`config.mk`:
```
export PLATFORM = sky130hd
export DESIGN_NAME = hilo_muldiv_ctrl
export DESIGN_NICKNAME = d
export VERILOG_FILES = /design/src/rtl/hilo_muldiv_ctrl_pkg.sv /design/src/rtl/hilo_muldiv_ctrl_div_step.sv /design/src/rtl/hilo_muldiv_ctrl.sv
export SDC_FILE = /design/constraint.sdc
export NUM_CORES = 2
export LEC_CHECK = 0
export BUFFER_PORTS_ARGS = -buffer_cell sky130_fd_sc_hd__buf_2
export CAP_MARGIN = 5
export CORE_MARGIN = 1.5
export CORE_UTILIZATION = 70
export CTS_BUF_LIST = sky130_fd_sc_hd__clkbuf_4
export DETAILED_ROUTE_END_ITERATION = 10
export HOLD_SLACK_MARGIN = 0.08
export PLACE_DENSITY = 0.85
export SYNTH_ARGS = -nofsm -noshare
export SYNTH_HDL_FRONTEND = slang
export SYNTH_SLANG_ARGS = --single-unit
```
`constraint.sdc`:
```
create_clock -name clk -period 23.4 [get_ports clk]
set_input_delay 3.51 -clock clk [delete_from_list [all_inputs] [get_ports clk]]
set_output_delay 3.51 -clock clk [all_outputs]
set_load 0.01 [all_outputs]
```
`src/rtl/hilo_muldiv_ctrl_pkg.sv`:
```
// Shared constants, FSM state type and helpers for the HI/LO multiply/divide sequencer.
// The HILO_FWD_EN macro (see hilo_muldiv_ctrl.sv) does not affect this package.
package hilo_muldiv_ctrl_pkg;

  localparam int unsigned HILO_W = 32;
  localparam int unsigned CNT_W  = 6;

  localparam logic [1:0] MD_DIV   = 2'b00;
  localparam logic [1:0] MD_DIVU  = 2'b01;
  localparam logic [1:0] MD_MULT  = 2'b10;
  localparam logic [1:0] MD_MULTU = 2'b11;

  typedef enum logic [1:0] {
    S_IDLE,
    S_DIV_RUN,
    S_MUL_RUN,
    S_DONE
  } md_state_e;

  function automatic logic [HILO_W-1:0] neg_if(input logic [HILO_W-1:0] v, input logic neg);
    return neg ? -v : v;
  endfunction

endpackage

```
`src/rtl/hilo_muldiv_ctrl_div_step.sv`:
```
// One restoring-division iteration on a {rem, quo} shift register.
// The HILO_FWD_EN macro (see hilo_muldiv_ctrl.sv) does not affect this module.
module hilo_muldiv_ctrl_div_step
  import hilo_muldiv_ctrl_pkg::*;
(
  input  logic [2*HILO_W-1:0] i_acc,
  input  logic [HILO_W-1:0]   i_divisor,
  output logic [2*HILO_W-1:0] o_acc
);

  logic [HILO_W:0] w_trial;
  logic [HILO_W:0] w_diff;

  // 33-bit trial keeps the bit shifted out of rem so divisors >= 2^31 work.
  assign w_trial = i_acc[2*HILO_W-1:HILO_W-1];
  assign w_diff  = w_trial - {1'b0, i_divisor};

  always_comb begin
    o_acc = {w_trial[HILO_W-1:0], i_acc[HILO_W-2:0], 1'b0};
    if (!w_diff[HILO_W]) begin
      o_acc = {w_diff[HILO_W-1:0], i_acc[HILO_W-2:0], 1'b1};
    end
  end

endmodule

```
`src/rtl/hilo_muldiv_ctrl.sv`:
```
// Multi-cycle MULT/MULTU/DIV/DIVU sequencer owning HI/LO, arbitrating against MTHI/MTLO.
// Define HILO_FWD_EN to forward the value being written this cycle onto hi_o/lo_o.
module hilo_muldiv_ctrl
  import hilo_muldiv_ctrl_pkg::*;
#(
  parameter int unsigned MUL_LAT  = 2,
  parameter int unsigned DIV_ITER = 32
) (
  input  logic              clk,
  input  logic              rst,
  input  logic              op_valid_i,
  input  logic [1:0]        op_code_i,
  input  logic [HILO_W-1:0] src_a_i,
  input  logic [HILO_W-1:0] src_b_i,
  input  logic              flush_i,
  input  logic              hi_we_i,
  input  logic              lo_we_i,
  input  logic [HILO_W-1:0] hilo_wdata_i,
  output logic              stall_o,
  output logic              busy_o,
  output logic              div_zero_o,
  output logic [HILO_W-1:0] hi_o,
  output logic [HILO_W-1:0] lo_o
);

  md_state_e r_state, w_next;

  logic [CNT_W-1:0]    r_cnt;
  logic                r_is_div, r_sign_q, r_sign_r;
  logic [HILO_W-1:0]   r_mag_a, r_mag_b, r_hi, r_lo;
  logic [2*HILO_W-1:0] r_acc, w_step, w_prod_mag, w_prod;

  logic                w_accept, w_op_div, w_op_signed, w_done_we, w_bz;
  logic                w_hi_we, w_lo_we;
  logic [HILO_W-1:0]   w_mag_a, w_mag_b, w_res_hi, w_res_lo, w_hi_d, w_lo_d;

  assign w_op_div    = (op_code_i == MD_DIV)  || (op_code_i == MD_DIVU);
  assign w_op_signed = (op_code_i == MD_DIV)  || (op_code_i == MD_MULT);
  assign w_mag_a     = neg_if(src_a_i, w_op_signed & src_a_i[HILO_W-1]);
  assign w_mag_b     = neg_if(src_b_i, w_op_signed & src_b_i[HILO_W-1]);
  assign w_accept    = (r_state == S_IDLE) & op_valid_i & ~flush_i;

  hilo_muldiv_ctrl_div_step u_div_step (
    .i_acc     (r_acc),
    .i_divisor (r_mag_b),
    .o_acc     (w_step)
  );

  // Multiply on magnitudes, then apply the sign: one multiplier serves MULT and MULTU.
  assign w_prod_mag = {{HILO_W{1'b0}}, r_mag_a} * {{HILO_W{1'b0}}, r_mag_b};
  assign w_prod     = r_sign_q ? -w_prod_mag : w_prod_mag;

  always_ff @(posedge clk) begin
    if (rst) r_state <= S_IDLE;
    else     r_state <= w_next;
  end

  always_comb begin
    w_next = r_state;
    if (flush_i) begin
      w_next = S_IDLE;
    end else begin
      case (r_state)
        S_IDLE:    if (op_valid_i) w_next = op_code_i[1] ? S_MUL_RUN : S_DIV_RUN;
        S_DIV_RUN: if (r_cnt == CNT_W'(DIV_ITER - 1)) w_next = S_DONE;
        S_MUL_RUN: if (r_cnt == CNT_W'(MUL_LAT - 1))  w_next = S_DONE;
        S_DONE:    w_next = S_IDLE;
        default:   w_next = S_IDLE;
      endcase
    end
  end

  always_comb begin
    stall_o    = 1'b0;
    div_zero_o = 1'b0;
    w_done_we  = 1'b0;
    busy_o     = (r_state != S_IDLE);
    case (r_state)
      S_IDLE:                stall_o = w_accept;
      S_DIV_RUN, S_MUL_RUN:  stall_o = ~flush_i;
      S_DONE: begin
        w_done_we  = ~flush_i;
        div_zero_o = ~flush_i & r_is_div & w_bz;
      end
      default: ;
    endcase
  end

  always_ff @(posedge clk) begin
    if (rst) begin
      r_cnt    <= '0;
      r_is_div <= 1'b0;
      r_sign_q <= 1'b0;
      r_sign_r <= 1'b0;
      r_mag_a  <= '0;
      r_mag_b  <= '0;
      r_acc    <= '0;
    end else if (w_accept) begin
      r_cnt    <= '0;
      r_is_div <= w_op_div;
      r_sign_q <= w_op_signed & (src_a_i[HILO_W-1] ^ src_b_i[HILO_W-1]);
      r_sign_r <= w_op_signed & src_a_i[HILO_W-1];
      r_mag_a  <= w_mag_a;
      r_mag_b  <= w_mag_b;
      r_acc    <= {{HILO_W{1'b0}}, w_mag_a};
    end else if (r_state == S_DIV_RUN) begin
      r_cnt <= r_cnt + CNT_W'(1);
      r_acc <= w_step;
    end else if (r_state == S_MUL_RUN) begin
      r_cnt <= r_cnt + CNT_W'(1);
      r_acc <= w_prod;
    end
  end

  // Divide by zero: the restoring loop leaves rem=|a|, so the HI fixup restores src_a.
  assign w_bz     = (r_mag_b == '0);
  assign w_res_hi = r_is_div ? neg_if(r_acc[2*HILO_W-1:HILO_W], r_sign_r) : r_acc[2*HILO_W-1:HILO_W];
  assign w_res_lo = !r_is_div ? r_acc[HILO_W-1:0] :
                    w_bz      ? '1 : neg_if(r_acc[HILO_W-1:0], r_sign_q);

  assign w_hi_we = w_done_we | hi_we_i;
  assign w_lo_we = w_done_we | lo_we_i;
  assign w_hi_d  = w_done_we ? w_res_hi : hilo_wdata_i;
  assign w_lo_d  = w_done_we ? w_res_lo : hilo_wdata_i;

  always_ff @(posedge clk) begin
    if (rst) begin
      r_hi <= '0;
      r_lo <= '0;
    end else begin
      if (w_hi_we) r_hi <= w_hi_d;
      if (w_lo_we) r_lo <= w_lo_d;
    end
  end

`ifdef HILO_FWD_EN
  assign hi_o = w_hi_we ? w_hi_d : r_hi;
  assign lo_o = w_lo_we ? w_lo_d : r_lo;
`else
  assign hi_o = r_hi;
  assign lo_o = r_lo;
`endif

endmodule

```
Word-level counts from Yosys, hierarchy flattened

Index checks and enable logic that the tools add are counted.
W data, S select, Z words.

Register bits after elaboration: 203
Latch bits: 0
Memory bits (writable): 0
Bits in read-only memories: 0
Bits of input ports: 104
Output and inout port bits: 67
Memories: 0

Add/subtract/negate cells: 7
Multiply operators: 1
Div/mod/pow operators: 0
Order comparisons: 0
Equality and inequality tests: 10
Shifts and indexed selects: 0
Muxes and demuxes: 24
Bitwise logic cells: 11
Reduce and logical (&&, ||, !) cells: 12

Operators by type and width:

| cell                  | count |
|---|---|
| $mux W32              | 10 |
| $mux W64              | 4 |
| $neg A32 Y32          | 4 |
| $mul A32 B32 Y64      | 1 |
| $neg A64 Y64          | 1 |
| $sub A33 B32 Y33      | 1 |
| $logic_not A32 Y1     | 1 |
| $mux W6               | 2 |
| $mux W2               | 4 |
| $pmux W2 S4           | 1 |
| $and A1 B1 Y1         | 7 |
| $add A6 B1 Y6 const B | 1 |
| $eq A2 B2 Y1 const B  | 3 |
| $eq A6 B1 Y1 const B  | 1 |
| $eq A6 B5 Y1 const B  | 1 |
| $ne A2 B2 Y1 const B  | 3 |
| $reduce_or A2 Y1      | 3 |
| $eq A2 B1 Y1 const B  | 2 |
| $logic_not A2 Y1      | 2 |
| $reduce_bool A2 Y1    | 2 |
| $reduce_and A3 Y1     | 1 |
| $reduce_bool A3 Y1    | 1 |
| $logic_or A1 B1 Y1    | 2 |
| $mux W1               | 2 |
| other kinds (4)       | 5 |

Longest topological paths before layout

Word-level depth: 6
Gate-level depth with buffers: 34
Mapped depth without buffers: 30

Modules after synthesis

From an unflattened synthesis, not the netlist that was laid out.

Cells, all modules: 5805
Area, all modules: 49269.8 µm²

By module, submodules not included:

| module                    | instances | cells an instance | area an instance (µm²) |
|---|---|---|---|
| hilo_muldiv_ctrl          | 1         | 5469              | 46678.5 |
| hilo_muldiv_ctrl_div_step | 1         | 336               | 2591.2 |

Worst setup path before layout

Ideal clock, no wire load.

Kind: reg2reg
Start point: reg r_mag_b[8]
End point: reg r_acc[48]
Arrival: 8.641 ns
Path slack: 14.642 ns
Cell stages (with the launch flop): 34
Clock period less this slack: 8.758 ns
Cells stage by stage: dfxtp_1 clkbuf_1 clkbuf_1 nand2_1 fa_1 inv_1 fa_1 fa_1 inv_1 fa_1 inv_1 fa_1 inv_1 fa_1 inv_1 fa_1 inv_1 fa_1 inv_1 ha_1 clkbuf_1 and4_1 and4_1 a21boi_1 a211oi_1 nor3_2 xnor2_1 or3_1 or3_1 clkbuf_1 or4_1 buf_2 o311a_1 a32o_1

Longest elaborated chain between the ends: 5
Elaborated cells between the ends (all ways): 7
Classes of those cells: add/sub (2); mul (1); mux (4)

Ends and longest elaborated chain:

| item                   | line                    | RTL |
|---|---|---|
| from (decl)            | hilo_muldiv_ctrl.sv:30  | `logic [HILO_W-1:0] r_mag_a, r_mag_b, r_hi, r_lo;` |
| from (signal assigned) | hilo_muldiv_ctrl.sv:104 | `r_mag_b <= w_mag_b;` |
| $mul A32 B32 Y64       | hilo_muldiv_ctrl.sv:50  | `assign w_prod_mag = {{HILO_W{1'b0}}, r_mag_a} * {{HILO_W{1'b0}}, r_mag_b};` |
| $neg A64 Y64           | hilo_muldiv_ctrl.sv:51  | `assign w_prod = r_sign_q ? -w_prod_mag : w_prod_mag;` |
| $mux W64               | hilo_muldiv_ctrl.sv:51  |  |
| $mux W64               | hilo_muldiv_ctrl.sv:109 | `end else if (r_state == S_MUL_RUN) begin` |
| $mux W64 (*)           | hilo_muldiv_ctrl.sv:106 | `end else if (r_state == S_DIV_RUN) begin` |
| to (signal assigned)   | hilo_muldiv_ctrl.sv:105 | `r_acc <= {{HILO_W{1'b0}}, w_mag_a};` |
| to (signal assigned)   | hilo_muldiv_ctrl.sv:108 | `r_acc <= w_step;` |
| to (signal assigned)   | hilo_muldiv_ctrl.sv:111 | `r_acc <= w_prod;` |
| to (decl)              | hilo_muldiv_ctrl.sv:31  | `logic [2*HILO_W-1:0] r_acc, w_step, w_prod_mag, w_prod;` |

Every way passes the cells marked *; elsewhere a longest branch is shown, timed or not. The select of a mux whose other input is x is not followed.
A chain may end at the register's enable or synchronous reset.

Worst setup path after layout

Start point: reg r_mag_a[9]
End point: reg r_acc[52]

Longest elaborated chain between the ends: 5

Ends and longest elaborated chain:

| item                   | line                    | RTL |
|---|---|---|
| from (decl)            | hilo_muldiv_ctrl.sv:30  |  |
| from (signal assigned) | hilo_muldiv_ctrl.sv:103 | `r_mag_a <= w_mag_a;` |
| $mul A32 B32 Y64 (*)   | hilo_muldiv_ctrl.sv:50  |  |
| $neg A64 Y64           | hilo_muldiv_ctrl.sv:51  |  |
| $mux W64 (*)           | hilo_muldiv_ctrl.sv:51  |  |
| $mux W64 (*)           | hilo_muldiv_ctrl.sv:109 |  |
| $mux W64 (*)           | hilo_muldiv_ctrl.sv:106 |  |

Marks and branches as above.

==> results.md <==
* Detailed Route WL at 150 mm
* Max Clk Rate at 99.2 MHz
* Vias at 42326
* Final Slew Violations at 0
* Initial Utilization at 71.0%
* Cell mode on critical path: fa_1
* Drt wl/cell at between 20 and 25 um
* Async set or reset register ratio after synthesis at 0%
* Endpoints failing setup at 0
* Layout cells sized above 1 at ~6.4%
* FP Rows at 96
* Hold Crit Class: reg -> reg
* Drt via density at around 6.3
* Cts repair resizes at 0
* Worst-Margin Slew at between 1000 and 1500 ps
* Max_slew headroom at ~22%
* Final core utilization at 73.7%
* Final hold vios at 0
* Register bit total from synthesis at 203
* Distinct cells, synth at 88
* Bufs and invs on worst path at 8
* Crit path DAT at 10700 ps
* CORE AREA at 68900 um2
* First-pass GRT wire length at 238 mm
* Post-Syn Nets at ~7100
* Mapped Avg Cell Area at between 8 and 9 um2
* CTS Buffer Depth at 3
* CTS root buf: clkbuf_4
* CP max stage delay at between 800 and 900 ps
* Area delta synth->final at 3.80%
* Setup Skew at 77.9 ps
* Crit path max fanout at 24
* Max cap viols at 0
* Placed Cells at ~6600
* Kind of critical path: reg -> reg
* Worst setup margin at 13320 ps
* CTS Sinks at 203
* Post-Syn Area at 49000 um2
* CTS tree: built
* Area leader, netlist: fa_1
* Clk_lat worst skew at 780 ps
* Worst-path clk slew at 80 ps
* Total iterations of the first detailed-routing run at 6
* DP HPWL at 114 mm
* Via count of the first global-routing pass at 43285
* Total track usage at between 40 and 50%
* Postcts setup bufs at 0
* Fin crit period at slightly above 10000 ps
* Dpl ws at about 14000 ps
* Initial antenna violation count at 4
* Final Net Count at roughly 7100
* Worst setup SP type: flop
* Residual DRC at 0
* Fin crit share at 43.1%
* Die area at 71500 um2
* R2R cell count at 30
* Slowest CP cell: nor4_1
* Kind of cell adding the most delay to the critical path: adder cells
* Critical Path Stages at 30
* CTS Hold Buffers Added at 0
* Largest net degree at the start of global routing at 97
* Power per cell area at between 30 and 40 nW/um2
* Worst Path Required at 24020 ps
* H-Tree Depth at 2
* Post-synth EDFFs at 0
* Layout Cells excl Fill at 6738
* Synth Flop Type: dfxtp_1
* Hold Crit Depth at 2
* YS warnings at 0
* Synth top area cells: fa_1 37%, dfxtp_1 8.3%, ha_1 7.8%, and2_1 7.5%, inv_1 7.3%
* Flop2flop setup slack at ~13000 ps
* Detail Route Antenna Nets at 0
* Synthesized instance count at 5839
* Global placer's final weighted congestion at 1.03
* Die Wd at 267 um
* LEAKAGE at 24.5 nW
* Setup TNS at 0 ps
* Outcome: complete, no violations
* Port bufs at 170
* Num ports at 171
* Yosys top cell area share at a little under two fifths
* Die Ht at 267 um
* Peak VDD IR at 0.0550 mV
* RSZ-0062 raised after global routing: false
* Overflow after GRT at 0
* Cts bufs inserted at 54
* CP Capture Type: flop
* Sequential element share of the synthesized area at 8.30%
* Initial drt markers at a little under 5000
-- Yosys cell counts (9+ instances only) --
master	number
o211ai_1	28
o21a_1	17
o21ai_0	163
and3_1	19
mux2_2	13
nor4_1	37
o22ai_1	24
xnor2_1	129
mux2i_1	66
a211oi_1	108
a31oi_1	22
o31ai_1	36
or4_1	25
a21o_1	57
and4_1	13
a311oi_1	19
nand3b_1	13
and2_1	585
dfxtp_1	203
ha_1	306
o21ai_1	9
inv_1	958
nor3_1	74
buf_1	12
fa_1	897
xor2_1	106
nand3_1	46
o21bai_1	17
a21oi_1	191
nand4_1	43
o41ai_1	13
nand2_1	713
nand2b_1	29
nor2_1	293
or3_1	36
a221oi_1	15
clkbuf_1	349
nor2b_1	14
-- per-stage QoR --
step | total power [mW] | instance area, um2 | hold WS, ps
CTS | 1.82 | 50800 | 459
finish | 1.85 | 50800 | 461
global placement | 1.47 | 50200 | 442
detailed placement | 1.50 | 50200 | 449
floorplan | 1.17 | 49000 | 454
global route | 1.97 | 50800 | 472
-- cell families (layout without fill, tap and decap cells) --
group	Yosys count	after routing	share of synthesized area, %
mux	80	80	1.67
compound gates	820	820	11.1
buf+inv	1329	1291	10.2
flops	203	203	8.30
xor+xnor	236	236	4.24
other cells	0	6	0
simple gates	1968	1968	20.0
fa+ha+maj	1203	1203	44.5
-- layout make-up --
type / instances / area, um2
Multi-Input combinational cell: 4307 / 39900
Fill cell: 5150 / 18100
Sequential cell: 203 / 4070
Inverter: 960 / 3600
Timing Repair Buffer: 246 / 1420
Tap cell: 931 / 1160
Clock buffer: 65 / 488
Clock inverter: 20 / 131
Antenna cell: 6 / 15.0
-- tightest hold or removal path, delay by kind of cell, from the launching register on --
| kind | cells | cell delay, ps |
|---|---|---|
| flip-flops | 1 | 320 |
| AND/OR/NAND/NOR | 1 | 50 |
| AO/OA/AOI/OAI | 1 | 50 |
-- metal layers --
| metal | global-route usage [%] | vias up | share of wire, % |
|---|---|---|---|
| li1 | - | 18333 | - |
| met4 | 21.9 | 4 | 5.6 |
| met3 | 11.6 | 560 | 12 |
| met2 | 66.5 | 2483 | 45 |
| met5 | 0 | - | 0.014 |
| met1 | 56.0 | 20946 | 38 |
-- layout by cell type (no fill, tap or decap), drive strengths merged, types with 37 or more instances in the layout --
| cell | n |
|---|---|
| clkbuf | 65 |
| nand3 | 46 |
| dfxtp | 203 |
| a211oi | 108 |
| inv | 960 |
| xor2 | 107 |
| nor3 | 75 |
| o31ai | 37 |
| o21ai | 172 |
| and2 | 585 |
| a21oi | 194 |
| nor4 | 40 |
| buf | 246 |
| nand4 | 43 |
| xnor2 | 129 |
| a21o | 57 |
| ha | 306 |
| nand2 | 713 |
| nor2 | 293 |
| mux2i | 66 |
| fa | 897 |
-- report_power, final --
part / internal (mW) / switching, mW
registers: 0.372 / 0.0372
logic: 0.391 / 0.732
clock network: 0.144 / 0.176
-- path summary, 6_finish.rpt --
check          endpoint  startpoint
max           r_acc[52]  r_mag_a[9]
min reg2reg  r_mag_a[8]  r_mag_a[8]
max reg2reg   r_acc[52]  r_mag_a[9]
min          r_mag_a[8]  r_mag_a[8]
-- sequential cells by signal (all words and copies together), names as in the netlist --
name,flops
lo_o,32
r_cnt,6
r_mag_b,32
r_mag_a,32
r_acc,64
r_sign_q,1
r_state,2
hi_o,32
r_sign_r,1
r_is_div,1
No activity file was read; power rests on OpenSTA's default activity.
